### config.mk
export PLATFORM = sky130hd
export DESIGN_NAME = core_ctrl
export DESIGN_NICKNAME = d
export VERILOG_FILES = /design/src/rtl/core_ctrl.sv
export SDC_FILE = /design/constraint.sdc
export NUM_CORES = 1
export LEC_CHECK = 0
export ABC_AREA = 1
export BUFFER_PORTS_ARGS = -buffer_cell sky130_fd_sc_hd__buf_4
export CAP_MARGIN = 20
export CORE_UTILIZATION = 35
export DETAILED_ROUTE_END_ITERATION = 10
export PLACE_DENSITY = 0.67
export SYNTH_ARGS = -nofsm -noshare
export SYNTH_HDL_FRONTEND = slang
export SYNTH_SLANG_ARGS = --single-unit
export TNS_END_PERCENT = 5
### constraint.sdc
create_clock -name clk -period 1.2 [get_ports clk]
set_input_delay 0.12 -clock clk [delete_from_list [all_inputs] [get_ports clk]]
set_output_delay 0.12 -clock clk [all_outputs]
set_load 0.005 [all_outputs]
### src/rtl/core_ctrl.sv
// ============================================================================
// core_ctrl : multi-cycle RV32I control sequencer (FETCH/DECODE/EXECUTE/
//             MEMORY/WRITEBACK/HALT). Optional CTRL_MEM_TIMEOUT_EN adds a
//             memory-handshake watchdog.
// Revision  : 1.0  initial release
// ============================================================================
`default_nettype none

module core_ctrl #(
  parameter int DATA_WIDTH  = 32,
  parameter int MEM_TIMEOUT = 64
) (
  input  logic                  clk,
  input  logic                  rst,
  input  logic [DATA_WIDTH-1:0] instr,
  input  logic                  branch_taken,
  input  logic                  mem_ack,
  output logic                  mem_req,
  output logic                  mem_we,
  output logic                  ir_write,
  output logic [2:0]            imm_op,
  output logic                  alu_src_b,
  output logic                  reg_write,
  output logic [1:0]            wb_sel,
  output logic                  pc_write,
  output logic [1:0]            pc_sel,
  output logic                  halted,
  output logic                  fault
);

  // Immediate-select encodings shared with signext.
  localparam logic [2:0] IMM_NONE = 3'd0;
  localparam logic [2:0] IMM_3120 = 3'd1;
  localparam logic [2:0] IMM_S    = 3'd2;
  localparam logic [2:0] IMM_B    = 3'd3;
  localparam logic [2:0] IMM_U    = 3'd4;
  localparam logic [2:0] IMM_J    = 3'd5;

  typedef enum logic [2:0] {
    S_FETCH, S_DECODE, S_EXECUTE, S_MEMORY, S_WRITEBACK, S_HALT
  } state_t;

  typedef enum logic [2:0] {
    C_ALU, C_LOAD, C_STORE, C_BRANCH, C_JAL, C_JALR, C_SYS, C_ILL
  } cls_t;

  if (DATA_WIDTH != 32 || MEM_TIMEOUT < 1) begin : g_param_check
    $error("core_ctrl: unsupported parameter value");
  end

  state_t     state;
  cls_t       r_cls;
  logic [2:0] r_imm;
  logic       r_asb;
  logic [1:0] r_wbs;
  logic       r_rd_nz;
  logic       r_halted;
  logic       r_fault;

  cls_t       d_cls;
  logic [2:0] d_imm;
  logic       d_asb;
  logic [1:0] d_wbs;
  logic       w_req;
  logic       w_timeout;
  logic       unused_bits;

  assign unused_bits = ^instr[DATA_WIDTH-1:12];

  always_comb begin
    d_cls = C_ILL;
    d_imm = IMM_NONE;
    d_asb = 1'b0;
    d_wbs = 2'd0;
    case (instr[6:0])
      7'b0000011: begin d_cls = C_LOAD;   d_imm = IMM_3120; d_asb = 1'b1; d_wbs = 2'd1; end
      7'b0010011: begin d_cls = C_ALU;    d_imm = IMM_3120; d_asb = 1'b1; end
      7'b1100111: begin d_cls = C_JALR;   d_imm = IMM_3120; d_asb = 1'b1; d_wbs = 2'd2; end
      7'b0100011: begin d_cls = C_STORE;  d_imm = IMM_S;    d_asb = 1'b1; end
      7'b1100011: begin d_cls = C_BRANCH; d_imm = IMM_B;    end
      7'b0110111,
      7'b0010111: begin d_cls = C_ALU;    d_imm = IMM_U;    d_asb = 1'b1; end
      7'b1101111: begin d_cls = C_JAL;    d_imm = IMM_J;    d_asb = 1'b1; d_wbs = 2'd2; end
      7'b0110011: begin d_cls = C_ALU;    end
      7'b1110011: begin d_cls = C_SYS;    end
      default:    begin d_cls = C_ILL;    end
    endcase
  end

  assign w_req = (state == S_FETCH) || (state == S_MEMORY);

`ifdef CTRL_MEM_TIMEOUT_EN
  localparam int CNT_W = $clog2(MEM_TIMEOUT + 1);
  logic [CNT_W-1:0] r_wait_cnt;

  // Fires on the last tolerated wait cycle so the request lasts MEM_TIMEOUT cycles.
  assign w_timeout = w_req && !mem_ack && (r_wait_cnt == CNT_W'(MEM_TIMEOUT - 1));

  always_ff @(posedge clk) begin
    if (rst) begin
      r_wait_cnt <= '0;
    end else if (w_req && !mem_ack && !w_timeout) begin
      r_wait_cnt <= r_wait_cnt + 1'b1;
    end else begin
      r_wait_cnt <= '0;
    end
  end
`else
  assign w_timeout = 1'b0;
`endif

  always_ff @(posedge clk) begin
    if (rst) begin
      state    <= S_FETCH;
      r_cls    <= C_ALU;
      r_imm    <= IMM_NONE;
      r_asb    <= 1'b0;
      r_wbs    <= 2'd0;
      r_rd_nz  <= 1'b0;
      r_halted <= 1'b0;
      r_fault  <= 1'b0;
    end else begin
      case (state)
        S_FETCH: begin
          if (mem_ack) begin
            state <= S_DECODE;
          end else if (w_timeout) begin
            state    <= S_HALT;
            r_halted <= 1'b1;
            r_fault  <= 1'b1;
          end
        end
        S_DECODE: begin
          r_cls   <= d_cls;
          r_imm   <= d_imm;
          r_asb   <= d_asb;
          r_wbs   <= d_wbs;
          r_rd_nz <= |instr[11:7];
          if (d_cls == C_SYS) begin
            state    <= S_HALT;
            r_halted <= 1'b1;
          end else if (d_cls == C_ILL) begin
            state    <= S_HALT;
            r_halted <= 1'b1;
            r_fault  <= 1'b1;
          end else begin
            state <= S_EXECUTE;
          end
        end
        S_EXECUTE: begin
          if (r_cls == C_BRANCH) begin
            state <= S_FETCH;
          end else if (r_cls == C_LOAD || r_cls == C_STORE) begin
            state <= S_MEMORY;
          end else begin
            state <= S_WRITEBACK;
          end
        end
        S_MEMORY: begin
          if (mem_ack) begin
            state <= (r_cls == C_LOAD) ? S_WRITEBACK : S_FETCH;
          end else if (w_timeout) begin
            state    <= S_HALT;
            r_halted <= 1'b1;
            r_fault  <= 1'b1;
          end
        end
        S_WRITEBACK: state <= S_FETCH;
        S_HALT:      state <= S_HALT;
        default:     state <= S_FETCH;
      endcase
    end
  end

  // Outputs are forced low throughout reset, whatever state was interrupted.
  always_comb begin
    mem_req   = 1'b0;
    mem_we    = 1'b0;
    ir_write  = 1'b0;
    imm_op    = IMM_NONE;
    alu_src_b = 1'b0;
    reg_write = 1'b0;
    wb_sel    = 2'd0;
    pc_write  = 1'b0;
    pc_sel    = 2'd0;
    halted    = 1'b0;
    fault     = 1'b0;
    if (!rst) begin
      mem_req   = w_req;
      mem_we    = (state == S_MEMORY) && (r_cls == C_STORE);
      ir_write  = (state == S_FETCH) && mem_ack;
      imm_op    = (state == S_DECODE) ? d_imm : r_imm;
      alu_src_b = (state == S_DECODE) ? d_asb : r_asb;
      wb_sel    = (state == S_DECODE) ? d_wbs : r_wbs;
      halted    = r_halted;
      fault     = r_fault;
      case (state)
        S_EXECUTE: begin
          if (r_cls == C_BRANCH) begin
            pc_write = 1'b1;
            pc_sel   = {1'b0, branch_taken};
          end
        end
        S_MEMORY: begin
          pc_write = mem_ack && (r_cls == C_STORE);
        end
        S_WRITEBACK: begin
          reg_write = r_rd_nz;
          pc_write  = 1'b1;
          pc_sel    = (r_cls == C_JAL) ? 2'd1 : (r_cls == C_JALR) ? 2'd2 : 2'd0;
        end
        default: ;
      endcase
    end
  end

endmodule

`default_nettype wire

==> reports/qor.yml <==
combPwrFrac: 0.402
yosysMostFrequentCell: "nor2_1"
clock-sinks: 15
skew_ps: 2.72
ant_nets: 0
drc: 0
slew_viol_final: 0
drtIter0Drc: 18
grt_pass1_wl_um: 3720
finalWorstSetupSlack_ps: -377
powerDensity_nw_per_um2: 1040
crit_fanout: 6
ir_drop_uv: 1060
worst_setup_path_start_kind: "flop"
min_period_over_period: 1.31
synthCells: 148
numPortBuffers: 30
status: "finished, violations left"
critPathKind: "flop to output pin"
netlist_top_cells_area: "dfxtp_1 31%, nor2_1 8.7%, nand2_1 8.3%, inv_1 7.1%, nand3_1 6.3%"
initial_core_util: 0.378
clk_latency_ps: 280
drt-total-wl_um: 2340
antenna_found_initial: 0
n_antenna_cell: 0
cp.required_ps: 1080
area_growth_pct: 52.2
min_period_ps: 1580
holdCritPathClass: "primary input to flop"
n_fill_cell: 239
worst_slew_pin_slew_ps: 290
clockPowerShare: 0.189
p_leak_nw: 0.670
cts_tree: "yes"
async_reset_ff_frac: 0
via_per_inst: 4.88
tns_ps: -3720
critPathTopFamily: "buffers and inverters"
arrival_ps: 1460
dp_slack_ps: -86.2
routedWlPerCell_um: 10.3
synth_edf_count: 0
setup_viol: 15
p_switching_w: 0.000517
num_rows: 18
p_int_w: 0.000993
failed_checks: "negative setup slack"
die_h_um: 54.2
io_pins: 51
core_area_um2: 2520
num_vias: 1107
synth_warnings: 0
drv_cap: 0
crit_slowest_cell: "dfxtp_2"
path_buf_inv: 4
dr.pass1.iters: 4
avgSynthCellArea_um2: 6.45
rsz0062_at_grt: "yes"
ys_ff_latch: 15
numCtsBuffers: 3
power_frac_seq: 0.409
clk_pin_slew_ps: 90
drive_gt1_frac: 0.477
yosys.area.top_type: "dfxtp_1"
worst_setup_path_end_kind: "output pin"
syn_area_um2: 955
hold_violations: 0
ys_seq_area_frac: 0.315
swShare: 0.342
syn-num-nets: 184
synth.top_cell.area_share: 0.315
path_cells: "inv_2 > nand2_2 > nor2_4 > buf_6 > o21ai_0 > o21bai_1 > inv_1 > buf_4"
yosysUniqueCellTypes: 27
slowest_delay_ps: 330
grt_start_max_net_pins: 14
hpwl_um: 1830
gp_congestion: 0.798
die_w_um: 54.2
first_global_vias: 918
fin_nets: 234
grt_usage: 0.175
synth_common_cells: "22 x nor2_1, 21 x nand2_1, 18 x inv_1"
cts-root-buf: "clkbuf_4"
cts.htree.levels: 1
die-area_um2: 2940
cts-hold-fix-buffers: 0
slew_headroom: 0.805
grt_overflow: 0
synth_ff_type: "dfxtp_1"
cts_max_path_buffers: 2
fmax_mhz: 634
worst reg2reg max path, cell delays in order (launching register included):
cell     delay, ps
dfxtp_2        330
inv_2           40
nand2_2         70
nor2_4         200
inv_4           80
buf_4          140
buf_4          120
a21oi_1        100
o21ai_1         70
inv_1           50
layout make-up:
cell class | count | area, µm² | share of cell area
multi-input cells | 108 | 633 | 0.436
repair buffers | 47 | 360 | 0.248
flip-flops and latches | 15 | 305 | 0.210
inverters | 23 | 88.8 | 0.0612
well taps | 30 | 37.5 | 0.0258
clock buffers | 3 | 22.5 | 0.0155
clock inverters | 1 | 5.00 | 0.00345
power groups by stage:
stage	logic, W	clock network, W	registers (W)
CTS	0.000566	0.000301	0.000613
global placement	0.000502	0	0.000616
finish	0.000607	0.000285	0.000618
detailed placement	0.000513	0	0.000619
global route	0.000672	0.000316	0.000626
floorplan	0.000278	0	0.000615
layout by cell type (no fill, tap or decap), types with 2 or more instances in the layout:
| master | instances |
|---|---|
| o21ai_1 | 2 |
| nor4_2 | 2 |
| buf_4 | 45 |
| nand2_2 | 11 |
| nor2_4 | 2 |
| nor2_1 | 19 |
| nand2_1 | 19 |
| a21oi_2 | 4 |
| o21ai_0 | 8 |
| inv_1 | 15 |
| a21oi_1 | 8 |
| buf_6 | 2 |
| inv_2 | 6 |
| nor2_2 | 5 |
| dfxtp_1 | 11 |
| clkbuf_4 | 3 |
| nand3_1 | 12 |
| dfxtp_2 | 4 |
| nor3_1 | 2 |
flip-flops by register name (all words and copies together), names as in the netlist:
name / count
state: 3
r_halted: 1
r_wbs: 2
r_asb: 1
r_imm: 3
r_cls: 3
r_fault: 1
r_rd_nz: 1
path summary, 6_finish.rpt:
| check | slack [ps] | start | cells past startpoint | endpoint |
|---|---|---|---|---|
| max reg2reg | -50 | state[1] | 9 | r_cls[1] |
| min reg2reg | 470 | r_halted | 2 | r_halted |
| min | 120 | instr[7] | 3 | r_rd_nz |
| max | -380 | state[1] | 8 | imm_op[2] |
metrics by stage:
step	cell area, µm²	total power [W]	util	std cells	hold WS [ps]
after global routing	1450	0.00161	0.576	227	157
after CTS	1400	0.00148	0.553	226	115
after detailed placement	1310	0.00113	0.520	220	420
after floorplan	955	0.000894	-	148	281
final	1450	0.00151	0.576	227	123
after global placement	1310	0.00112	0.520	220	408
layer usage:
layer  up-vias  wire [µm]  track usage
met1       491       1100        0.221
met3         0         96       0.0500
met2        27       1140        0.295
li1        589          -            -
met4         0          0       0.0342
met5         -          0            0
logic make-up (layout without fill, tap and decap cells):
logic type             count (synthesis)  in the layout  share of synthesized area
flip-flops                            15             15                      0.315
AND/OR/NAND/NOR                       76             76                      0.377
buffers and inverters                 25             74                      0.102
AO/OA/AOI/OAI                         32             32                      0.206
repair_timing:
| item | in CTS | in global routing |
|---|---|---|
| endpoints found under the setup margin | 15 | 20 |
| cloned | 0 | 0 |
| pin swaps | 2 | 3 |
| resized for setup | 13 | 16 |
| setup buffers | 2 | 1 |
Note: power is estimated with default switching activity, not from simulation.
